File: config.mk
export PLATFORM = sky130hd
export DESIGN_NAME = shader_spi_master
export DESIGN_NICKNAME = d
export VERILOG_FILES = /design/src/rtl/shader_spi_master.sv
export SDC_FILE = /design/constraint.sdc
export NUM_CORES = 1
export LEC_CHECK = 0
export ABC_AREA = 1
export ABC_CLOCK_PERIOD_IN_PS = 2900
export CORE_MARGIN = 5
export CORE_UTILIZATION = 55
export DETAILED_ROUTE_END_ITERATION = 7
export PLACE_DENSITY = 0.82
export SLEW_MARGIN = 40
export SYNTH_ARGS = -nofsm -noshare
export SYNTH_HDL_FRONTEND = slang
export SYNTH_SLANG_ARGS = --single-unit
export TNS_END_PERCENT = 50
File: constraint.sdc
create_clock -name clk -period 2.9 [get_ports clk]
set_input_delay 0.58 -clock clk [delete_from_list [all_inputs] [get_ports clk]]
set_output_delay 0.58 -clock clk [all_outputs]
set_load 0.005 [all_outputs]
File: src/rtl/shader_spi_master.sv
// shader_spi_master: byte-oriented SPI mode-0 initiator.
// A valid/ready byte stream with a per-byte last flag frames each CS
// transaction; every byte sent returns one byte shifted in from spi_miso.
module shader_spi_master #(
  parameter int CLK_DIV = 2,
  parameter int DATA_W  = 8
) (
  input  logic              clk,
  input  logic              reset,
  input  logic [DATA_W-1:0] tx_data,
  input  logic              tx_valid,
  input  logic              tx_last,
  output logic              tx_ready,
  output logic [DATA_W-1:0] rx_data,
  output logic              rx_valid,
  output logic              busy,
  output logic              spi_cs,
  output logic              spi_sclk,
  output logic              spi_mosi,
  input  logic              spi_miso
);

  localparam int DIV_W = $clog2(CLK_DIV + 1);
  localparam int BIT_W = $clog2(DATA_W + 1);
  localparam logic [DIV_W-1:0] DIV_MAX = DIV_W'(CLK_DIV - 1);
  localparam logic [DIV_W-1:0] DIV_ONE = DIV_W'(1);
  localparam logic [BIT_W-1:0] BIT_MAX = BIT_W'(DATA_W - 1);
  localparam logic [BIT_W-1:0] BIT_ONE = BIT_W'(1);

  typedef enum logic [2:0] {
    IDLE,
    SHIFT,
    NEXT,
    HOLD,
    GAP
  } state_t;

  state_t            r_state,    w_state_nxt;
  logic [DIV_W-1:0]  r_div,      w_div_nxt;
  logic [BIT_W-1:0]  r_bit,      w_bit_nxt;
  logic [DATA_W-1:0] r_tx,       w_tx_nxt;
  logic [DATA_W-1:0] r_rx,       w_rx_nxt;
  logic [DATA_W-1:0] r_rx_data,  w_rx_data_nxt;
  logic              r_last,     w_last_nxt;
  logic              r_cs,       w_cs_nxt;
  logic              r_sclk,     w_sclk_nxt;
  logic              r_mosi,     w_mosi_nxt;
  logic              r_rx_valid, w_rx_valid_nxt;
  logic              r_tx_ready, w_tx_ready_nxt;
  logic              r_busy,     w_busy_nxt;

  logic w_accept;
  logic w_div_done;

  assign w_accept   = tx_valid && r_tx_ready;
  assign w_div_done = (r_div == DIV_MAX);

  // Register all state and outputs; synchronous reset discards any partial byte.
  always_ff @(posedge clk) begin
    if (reset) begin
      r_state    <= IDLE;
      r_div      <= '0;
      r_bit      <= '0;
      r_tx       <= '0;
      r_rx       <= '0;
      r_rx_data  <= '0;
      r_last     <= 1'b0;
      r_cs       <= 1'b1;
      r_sclk     <= 1'b0;
      r_mosi     <= 1'b0;
      r_rx_valid <= 1'b0;
      r_tx_ready <= 1'b1;
      r_busy     <= 1'b0;
    end else begin
      r_state    <= w_state_nxt;
      r_div      <= w_div_nxt;
      r_bit      <= w_bit_nxt;
      r_tx       <= w_tx_nxt;
      r_rx       <= w_rx_nxt;
      r_rx_data  <= w_rx_data_nxt;
      r_last     <= w_last_nxt;
      r_cs       <= w_cs_nxt;
      r_sclk     <= w_sclk_nxt;
      r_mosi     <= w_mosi_nxt;
      r_rx_valid <= w_rx_valid_nxt;
      r_tx_ready <= w_tx_ready_nxt;
      r_busy     <= w_busy_nxt;
    end
  end

  // Next-state and next-output logic; tx_ready/busy derive from the next state
  // so they stay registered yet line up with the state they describe.
  always_comb begin
    w_state_nxt    = r_state;
    w_div_nxt      = r_div;
    w_bit_nxt      = r_bit;
    w_tx_nxt       = r_tx;
    w_rx_nxt       = r_rx;
    w_rx_data_nxt  = r_rx_data;
    w_last_nxt     = r_last;
    w_cs_nxt       = r_cs;
    w_sclk_nxt     = r_sclk;
    w_mosi_nxt     = r_mosi;
    w_rx_valid_nxt = 1'b0;

    case (r_state)
      IDLE, NEXT: begin
        if (w_accept) begin
          w_state_nxt = SHIFT;
          w_div_nxt   = '0;
          w_bit_nxt   = '0;
          w_tx_nxt    = tx_data;
          w_mosi_nxt  = tx_data[DATA_W-1];
          w_last_nxt  = tx_last;
          w_cs_nxt    = 1'b0;
          w_sclk_nxt  = 1'b0;
        end
      end

      SHIFT: begin
        if (w_div_done) begin
          w_div_nxt = '0;
          if (!r_sclk) begin
            w_sclk_nxt = 1'b1;
            w_rx_nxt   = {r_rx[DATA_W-2:0], spi_miso};
          end else begin
            w_sclk_nxt = 1'b0;
            if (r_bit == BIT_MAX) begin
              w_rx_data_nxt  = r_rx;
              w_rx_valid_nxt = 1'b1;
              w_state_nxt    = r_last ? HOLD : NEXT;
            end else begin
              w_bit_nxt  = r_bit + BIT_ONE;
              w_tx_nxt   = r_tx << 1;
              w_mosi_nxt = r_tx[DATA_W-2];
            end
          end
        end else begin
          w_div_nxt = r_div + DIV_ONE;
        end
      end

      HOLD: begin
        if (w_div_done) begin
          w_div_nxt   = '0;
          w_cs_nxt    = 1'b1;
          w_state_nxt = GAP;
        end else begin
          w_div_nxt = r_div + DIV_ONE;
        end
      end

      GAP: begin
        if (w_div_done) begin
          w_div_nxt   = '0;
          w_state_nxt = IDLE;
        end else begin
          w_div_nxt = r_div + DIV_ONE;
        end
      end

      default: begin
        w_state_nxt = IDLE;
        w_cs_nxt    = 1'b1;
        w_sclk_nxt  = 1'b0;
      end
    endcase

    w_tx_ready_nxt = (w_state_nxt == IDLE) || (w_state_nxt == NEXT);
    w_busy_nxt     = (w_state_nxt != IDLE);
  end

  assign tx_ready = r_tx_ready;
  assign rx_data  = r_rx_data;
  assign rx_valid = r_rx_valid;
  assign busy     = r_busy;
  assign spi_cs   = r_cs;
  assign spi_sclk = r_sclk;
  assign spi_mosi = r_mosi;

endmodule

-- Yosys cells after proc, flatten, opt, wreduce, memory -nomap -nowiden
Index checks and enable logic that the tools add are counted.
- register bits after elaboration: 39
- word-level logic and storage cells: 84
- $add $sub $neg: 2
- reductions and logical operators: 19
- mux-type cells: 33
- bitwise operators: 5
- equality and inequality tests: 12
- operator list (kind ; count):
    $mux W7 ; 4
    $mux W3 ; 6
    $mux W4 ; 4
    $pmux W7 S2 ; 1
    $pmux W3 S4 ; 1
    $mux W1 ; 10
    $ne A2 B2 Y1 const B ; 5
    $eq A3 B2 Y1 const B ; 3
    $reduce_and A3 Y1 ; 3
    $pmux W4 S2 ; 1
    $logic_not A3 Y1 ; 2
    $pmux W1 S3 ; 2
    $reduce_or A2 Y1 ; 3
    $not A1 Y1 ; 5
    $reduce_and A5 Y1 ; 1
    $add A4 B1 Y4 const B ; 1
    $eq A4 B3 Y1 const B ; 1
    $mux W2 ; 2
    $pmux W2 S2 ; 1
    $reduce_and A2 Y1 ; 2
    $reduce_and A4 Y1 ; 1
    $reduce_bool A2 Y1 ; 2
    $reduce_or A4 Y1 ; 1
    $eq A3 B1 Y1 const B ; 1
    8 further kinds ; 8

-- Logic depth before layout (Yosys ltp)
Gate-level depths: netlist (run 1).
- depth after elaboration: 7
- mapped depth: 8
- depth with buffers taken out: 8

-- Worst setup path after synthesis (run 1)
OpenSTA, ideal clock, no wires.
- path kind: register to register
- from: register r_bit[0]
- to: register r_rx_data[7] (netlist: rx_data[7])
- arrival: 1.291 ns
- required time: 2.784 ns
- buffers on the path: 1
- clock period less this slack: 1.407 ns
- stages on the path, launching flop included: 8
- library setup time: 0.116 ns
- setup slack: 1.493 ns
- path through: dfxtp_1 -> ha_1 -> nand2_1 -> nor2_1 -> nand3_1 -> clkbuf_1 -> o21ai_0 -> nor2_1
- longest elaborated chain between the ends: 2
- ends and longest elaborated chain (element ; line ; source):
    from (decl) ; 40 ; logic [BIT_W-1:0] r_bit, w_bit_nxt;
    from (signal assigned) ; 77 ; r_bit <= w_bit_nxt;
    $eq A4 B3 Y1 ; 128 ; if (r_bit == BIT_MAX) begin
    $reduce_and A4 Y1 (no source line) ; -- ;
    to (signal assigned) ; 80 ; r_rx_data <= w_rx_data_nxt;
    to (decl) ; 43 ; logic [DATA_W-1:0] r_rx_data, w_rx_data_nxt;
No other way between the ends.
A chain may end at the register's enable or synchronous reset.

-- Final worst setup path (run 1)
- from: register r_state[0]
- to: register r_bit[0]
- longest elaborated chain between the ends: 4
- elaborated cells on any way between the ends: 11
- those cells by class: eq/ne: 6; mux: 1; reduce/logical: 4
- ends and longest elaborated chain (element ; line ; source):
    from (decl) ; 38 ; state_t r_state, w_state_nxt;
    from (signal assigned) ; 75 ; r_state <= w_state_nxt;
    $eq A3 B2 Y1 or $logic_not A3 Y1 (tied branches) ; 106 ; case (r_state)
    $reduce_or A2 Y1 ; 106 ;
    $ne A2 B2 Y1 (no source line) or $reduce_bool A2 Y1 (tied branches) ; -- ;
    $reduce_and A5 Y1 (no source line) ; -- ;
Parallel ways exist; a longest one is shown, timed or not.

==> results of run 1 <==
## cell usage after synthesis (all sizes together)
master | count | area share, %
nor2 | 48 | 11
inv | 18 | 4.1
nand4 | 4 | 1.5
ha | 1 | 0.76
nand3b | 1 | 0.45
nand3 | 22 | 7.0
nand2 | 62 | 14
clkbuf | 5 | 1.1
dfxtp | 39 | 47
nor3 | 1 | 0.61
o21ai | 20 | 6.1
buf | 4 | 1.5
a21oi | 15 | 4.5
## power groups by stage
stage	Sequential, mW	Combinational (mW)	Clock, mW
3_5_place_dp	0.685	0.460	0
5_1_grt	0.690	0.536	0.476
3_3_place_gp	0.684	0.456	0
6_report	0.676	0.465	0.439
4_1_cts	0.675	0.468	0.447
2_1_floorplan	0.678	0.339	0
## per-layer routing
metal	vias to the layer above	track usage [%]	part of all wire (%)
li1	818	-	-
met1	694	23.2	44
met2	38	32.7	49
met3	6	4.66	5.4
met4	0	7.65	1.3
met5	-	0	0
## worst register-to-register path, stage by stage, from the launching register on
cell and delay (ns):
dfxtp_1 0.42, nand3_1 0.42, nand2_1 0.49, nand3_2 0.29, nand2_1 0.14, a21oi_1 0.07
## through the flow
step	setup slack [ns]	hold WS [ns]	total power [mW]	std cells
after global placement	0.753	0.451	1.14	290
after floorplan	1.49	0.435	1.02	240
after global routing	0.707	0.487	1.70	298
after detailed placement	0.695	0.457	1.15	290
after CTS	0.950	0.474	1.59	298
final	0.981	0.471	1.58	298
## state kept, by name, summed over array words and instances, names as in the netlist
| name | cells |
|---|---|
| r_state | 3 |
| tx_ready | 1 |
| r_div | 2 |
| rx_valid | 1 |
| busy | 1 |
| r_bit | 4 |
| r_last | 1 |
| spi_cs | 1 |
| r_tx | 7 |
| r_rx | 8 |
| spi_sclk | 1 |
| rx_data | 8 |
| spi_mosi | 1 |
## area by class of cell
| type | instances | area (µm²) |
|---|---|---|
| fill | 243 | 805 |
| sequential | 39 | 781 |
| multi-input combinational | 174 | 761 |
| timing repair buffer | 28 | 275 |
| inverter | 18 | 67.6 |
| clock inverter | 2 | 60.1 |
| clock buffer | 6 | 41.3 |
| tap | 31 | 38.8 |
## path summary, 6_finish.rpt
check                                      startpoint                    end  slack [ns]
worst max-delay path            r_state[0]$_SDFF_PP0_  r_bit[0]$_SDFFE_PP0P_        0.98
worst min register to register   r_tx[0]$_SDFFE_PP0P_   r_tx[0]$_SDFFE_PP0P_        0.47
worst min-delay path             r_tx[0]$_SDFFE_PP0P_   r_tx[0]$_SDFFE_PP0P_        0.47
worst max register to register  r_state[0]$_SDFF_PP0_  r_bit[0]$_SDFFE_PP0P_        0.98
## logic make-up (layout without fill, tap and decap cells)
group	Yosys count	in the layout	synth area share, %
DFF	39	39	47.2
AOI/OAI and AO/OA	35	35	10.6
adders and majority gates	1	1	0.757
buffers and inverters	27	54	6.74
and+or+nand+nor	138	138	34.7
==> key figures, run 1 <==
Run status
  – Status: finished, final reports clean

Power
  – Comb power frac: ~30%
  – Clock group share of total power: between 20% and 30%
  – Switching power: 0.512 mW
  – Leakage: 0.903 nW
  – Switching Share: 32.4%
  – Pwr Density: between 700 and 800 nW/µm²
  – Internal power: about 1.1 mW
  – VDD IR max: 0.623 mV
  – Sequential fraction of design power: between 40% and 50%

Critical path
  – WP depth: 5
  – Crit path kind: reg -> reg
  – Critical path endpoint category: register
  – Cell count of the worst reg-to-reg path: 5
  – Most frequent CP cell: nand2_1
  – WP buf/inv: 0
  – WP data required: between 3 and 4 ns
  – Startpoint types: register
  – Arrival @ worst endpoint: about 2.1 ns
  – Crit-path max FO: 13
  – Crit-path slowest cell: nand2_1
  – Crit path largest cell delay: around 0.5 ns
  – Critical path's top delay family: simple AND/OR/NAND/NOR gates
  – Critical Path, Cell by Cell: nand3_1, nand2_1, nand3_2, nand2_1, a21oi_1

Detailed routing
  – Iter 0 DRT Violations: around 160
  – First-pass DRT Iterations: 4
  – Routed WL per cell: approximately 12 µm
  – Vias: ~1600
  – Vias per cell: approximately 5.2
  – DRT Wirelength: ~3600 µm
  – DRC: 0
  – Antenna violation net count after detailed routing: 0

Logic synthesis
  – Sequential-to-total area share from yosys stat: between 40% and 50%
  – Mapped Cells: between 200 and 250
  – Mapped Area: about 1700 µm²
  – Synthesis warning total: 0
  – Synth cell types: 18
  – Syn Nets: ~250
  – Synth Register Bits: 39
  – Avg Cell Area, Syn: between 6 and 7 µm²

Floorplanning
  – Row Count: 19
  – I/O Pins: 27
  – Die area: ~4200 µm²
  – Die X-Extent: 64.8 µm
  – Die height: 64.8 µm
  – CORE AREA: around 2800 µm²
  – Initial Util: about three fifths

Min path
  – Worst Hold Class: reg -> reg
  – WHS Path Cells: 2

CTS
  – CTS Sinks: 39
  – CTS buffer count: 5
  – CTS tree: yes
  – Reg clk slew, reported paths: ~0.11 ns
  – H-tree levels: 2
  – Root Driver: clkbuf_4
  – CTS resizes: 0
  – Post-CTS Setup Repair Bufs: 0
  – Worst-Skew Late Latency: ~0.33 ns
  – Worst-case clock buffer depth: 2
  – Hold-fix buffers, CTS: 0

Layout
  – Layout cells sized above 1: 4.87%
  – Most common cell after layout, fill and taps aside: nand2_1
  – Design Area, Final: between 2000 and 2500 µm²
  – Nets: 280
  – Fin util: 71.6%
  – Antenna diode count: 0
  – Commonest cells after routing, fill and taps aside: 62 x nand2_1, 47 x nor2_1, 39 x dfxtp_1, 26 x clkdlybuf4s50_1, 21 x nand3_1
  – Area Overhead vs Synth: 22.5%

Placement
  – Port Buf Inserts: 26
  – Cell Area, Placed: about 1900 µm²
  – DP HPWL: approximately 2500 µm
  – GPL Wtd Cong: between 0.8 and 0.9

STA
  – Final period utilization: between 60% and 70%
  – Final Slew Violations: 0
  – Final Setup Violations: 0
  – Normalized max-slew margin: 53.2%
  – Unrepaired setup endpoints after global routing: false
  – Setup Skew: 0.0155 ns
  – Worst slew pin tran: roughly 0.7 ns
  – Fmax: about 520 MHz
  – Min Tclk post-route: around 1.9 ns
  – Total Neg Setup Slack: 0 ns
  – Hold Fails Final Rpt: 0

Global routing
  – Vias in the first global route: about 1500
  – Initial antenna violation count: 0
  – First-pass GRT wire length: approximately 6500 µm
  – Largest net degree at the start of global routing: 23
  – Total grt overflow: 0
  – Tot GR Track Use: 19.2%

Flow run
  – MaxCap Viol Count: 0
(Power assumes the default switching activity.)
==> run 2, diff against run 1 <==
ABC_CLOCK_PERIOD_IN_PS = 1950   (was 2900)
CORE_UTILIZATION = 52   (was 55)
PLACE_DENSITY = 0.78   (was 0.82)
clock period = 1.95 ns   (was 2.9 ns; I/O delays follow)
==> run 2 against run 1 <==
Combinational power rose by 58%; sequential power rose by 48%; flip-flop and latch count did not move; cell area rose by 3.2%; routed wire length fell by 1.1%; worst setup slack got worse by 0.71 ns.
==> key figures, run 2 (same netlist as run 1, synthesis figures left out) <==
Critical path
  – Crit path kind: reg -> out
  – WP buf/inv: 1
  – Crit-path slowest cell: clkdlybuf4s50_1
  – Critical Path, Cell by Cell: clkdlybuf4s50_1
  – Startpoint types: register
  – Flop2flop setup slack: about 0.32 ns
  – Critical path's top delay family: buffers and inverters
  – Critical path endpoint category: output port
  – Crit path largest cell delay: 0.53 ns
  – Crit-path max FO: 4
  – FF-to-FF Start: r_bit[0]$_SDFFE_PP0P_
  – Worst r2r dst: rx_data[3]$_SDFFE_PP0P_
  – WP data required: around 1.6 ns
  – Arrival @ worst endpoint: between 1 and 1.5 ns
  – Cell count of the worst reg-to-reg path: 9

Layout
  – Antenna diode count: 0
  – Most common cell after layout, fill and taps aside: nand2_1
  – Area Overhead vs Synth: 26.3%
  – Layout cells sized above 1: around 8.4%
  – Commonest cells after routing, fill and taps aside: 62 x nand2_1, 46 x nor2_1, 39 x dfxtp_1, 26 x clkdlybuf4s50_1, 21 x nand3_1
  – Nets: about 290

STA
  – Final Setup Violations: 0
  – Unrepaired setup endpoints after global routing: false
  – Normalized max-slew margin: between 70% and 80%
  – Setup Skew: 0.00626 ns
  – Total Neg Setup Slack: 0 ns
  – Final Slew Violations: 0
  – Hold_ws: approximately 0.47 ns
  – Hold Fails Final Rpt: 0
  – Final period utilization: approximately 86%
  – Fmax: between 500 and 600 MHz
  – Worst slew pin tran: approximately 0.33 ns
  – Min Tclk post-route: approximately 1.7 ns

Placement
  – Port Buf Inserts: 26
  – GPL Wtd Cong: around 0.8
  – DP HPWL: between 2000 and 3000 µm

Detailed routing
  – Routed WL per cell: roughly 11 µm
  – Max Used Layer: met4
  – M1 WL: between 1500 and 2000 µm
  – DRT Wirelength: about 3500 µm
  – Vias: ~1600
  – Iter 0 DRT Violations: ~150
  – First-pass DRT Iterations: 4
  – Antenna violation net count after detailed routing: 0
  – Met2 WL: about 1600 µm
  – WL met3: between 150 and 200 µm
  – DRC: 0
  – Vias per cell: between 4 and 5

Flow run
  – MaxCap Viol Count: 0

Floorplanning
  – Die area: between 4000 and 5000 µm²
  – Die height: roughly 66 µm
  – Row Count: 20
  – CORE AREA: around 3100 µm²
  – Initial Util: between 50 and 60%
  – I/O Pins: 27
  – Die X-Extent: 66.4 µm

CTS
  – CTS Sinks: 39
  – H-tree levels: 2
  – Hold-fix buffers, CTS: 0
  – CTS tree: yes
  – Reg clk slew, reported paths: roughly 0.11 ns
  – Worst-Skew Late Latency: ~0.34 ns
  – Worst-case clock buffer depth: 2
  – CTS buffer count: 5
  – Root Driver: clkbuf_4

Power
  – Internal power: 1.53 mW
  – VDD IR max: roughly 0.64 mV
  – Comb power frac: 31.9%
  – Switching power: about 0.77 mW
  – Switching Share: between 30% and 40%
  – Sequential fraction of design power: between 40% and 50%
  – Clock group share of total power: 24.3%
  – Pwr Density: approximately 1100 nW/µm²
  – Leakage: 0.936 nW

Global routing
  – First-pass GRT wire length: 6140 µm
  – Initial antenna violation count: 0
  – Total grt overflow: 0
  – Vias in the first global route: 1434
  – Tot GR Track Use: approximately 18%
  – Largest net degree at the start of global routing: 23

Min path
  – Hold path startpoint: r_tx[3]$_SDFFE_PP0P_
  – Hold Path End: r_tx[3]$_SDFFE_PP0P_
  – Worst Hold Class: reg -> reg
  – WHS Path Cells: 2

Run status
  – Status: finished, final reports clean
## run 2: area by class of cell
class | count | area [µm²]
clock buffer | 6 | 51.3
tap | 44 | 55.1
clock inverter | 2 | 35.0
fill | 286 | 965
sequential | 39 | 781
inverter | 18 | 67.6
multi-input combinational | 174 | 763
timing repair buffer | 36 | 335
## run 2: how the worst max path moves through the flow
stage,startpoint,endpoint,cells past startpoint
after floorplan,r_bit[0]$_SDFFE_PP0P_,rx_data[7]$_SDFFE_PP0P_,7
after global placement,tx_valid,r_tx[1]$_SDFFE_PP0P_,8
after detailed placement,tx_valid,r_tx[1]$_SDFFE_PP0P_,8
after CTS,spi_sclk$_SDFFE_PP0P_,spi_sclk,1
after global routing,r_bit[0]$_SDFFE_PP0P_,rx_data[5]$_SDFFE_PP0P_,9
final,spi_sclk$_SDFFE_PP0P_,spi_sclk,1
## run 2: power by group through the flow
stage	Sequential, mW	Combinational, mW	Clock, mW
after floorplan	1.01	0.505	0
after global placement	1.02	0.725	0
after detailed placement	1.02	0.729	0
after CTS	1.00	0.736	0.572
after global routing	1.02	0.824	0.605
final	1.00	0.734	0.560
## run 2: what timing repair did
item                                    in CTS  in global routing
buffers inserted                             0                  0
hold endpoints to repair                     0                  0
endpoints found under the setup margin       0                  1
resized for setup                            0                  1
## run 2: metrics by stage
stage / setup WS (ns) / area (µm²) / std cells / utilization, % / total power [mW]
6_report: 0.274 / 2090 / 319 / 68.4 / 2.30
3_3_place_gp: 0.243 / 2000 / 311 / 65.5 / 1.74
4_1_cts: 0.240 / 2090 / 319 / 68.3 / 2.31
2_1_floorplan: 0.543 / 1650 / 240 / - / 1.51
5_1_grt: 0.0973 / 2090 / 319 / 68.4 / 2.45
3_5_place_dp: 0.212 / 2000 / 311 / 65.5 / 1.75
## run 2: routing by layer
layer | global-route usage [%] | up-vias
met5 | 0 | -
met1 | 23.6 | 673
met2 | 28.7 | 45
met4 | 6.85 | 0
met3 | 3.74 | 9
li1 | - | 834
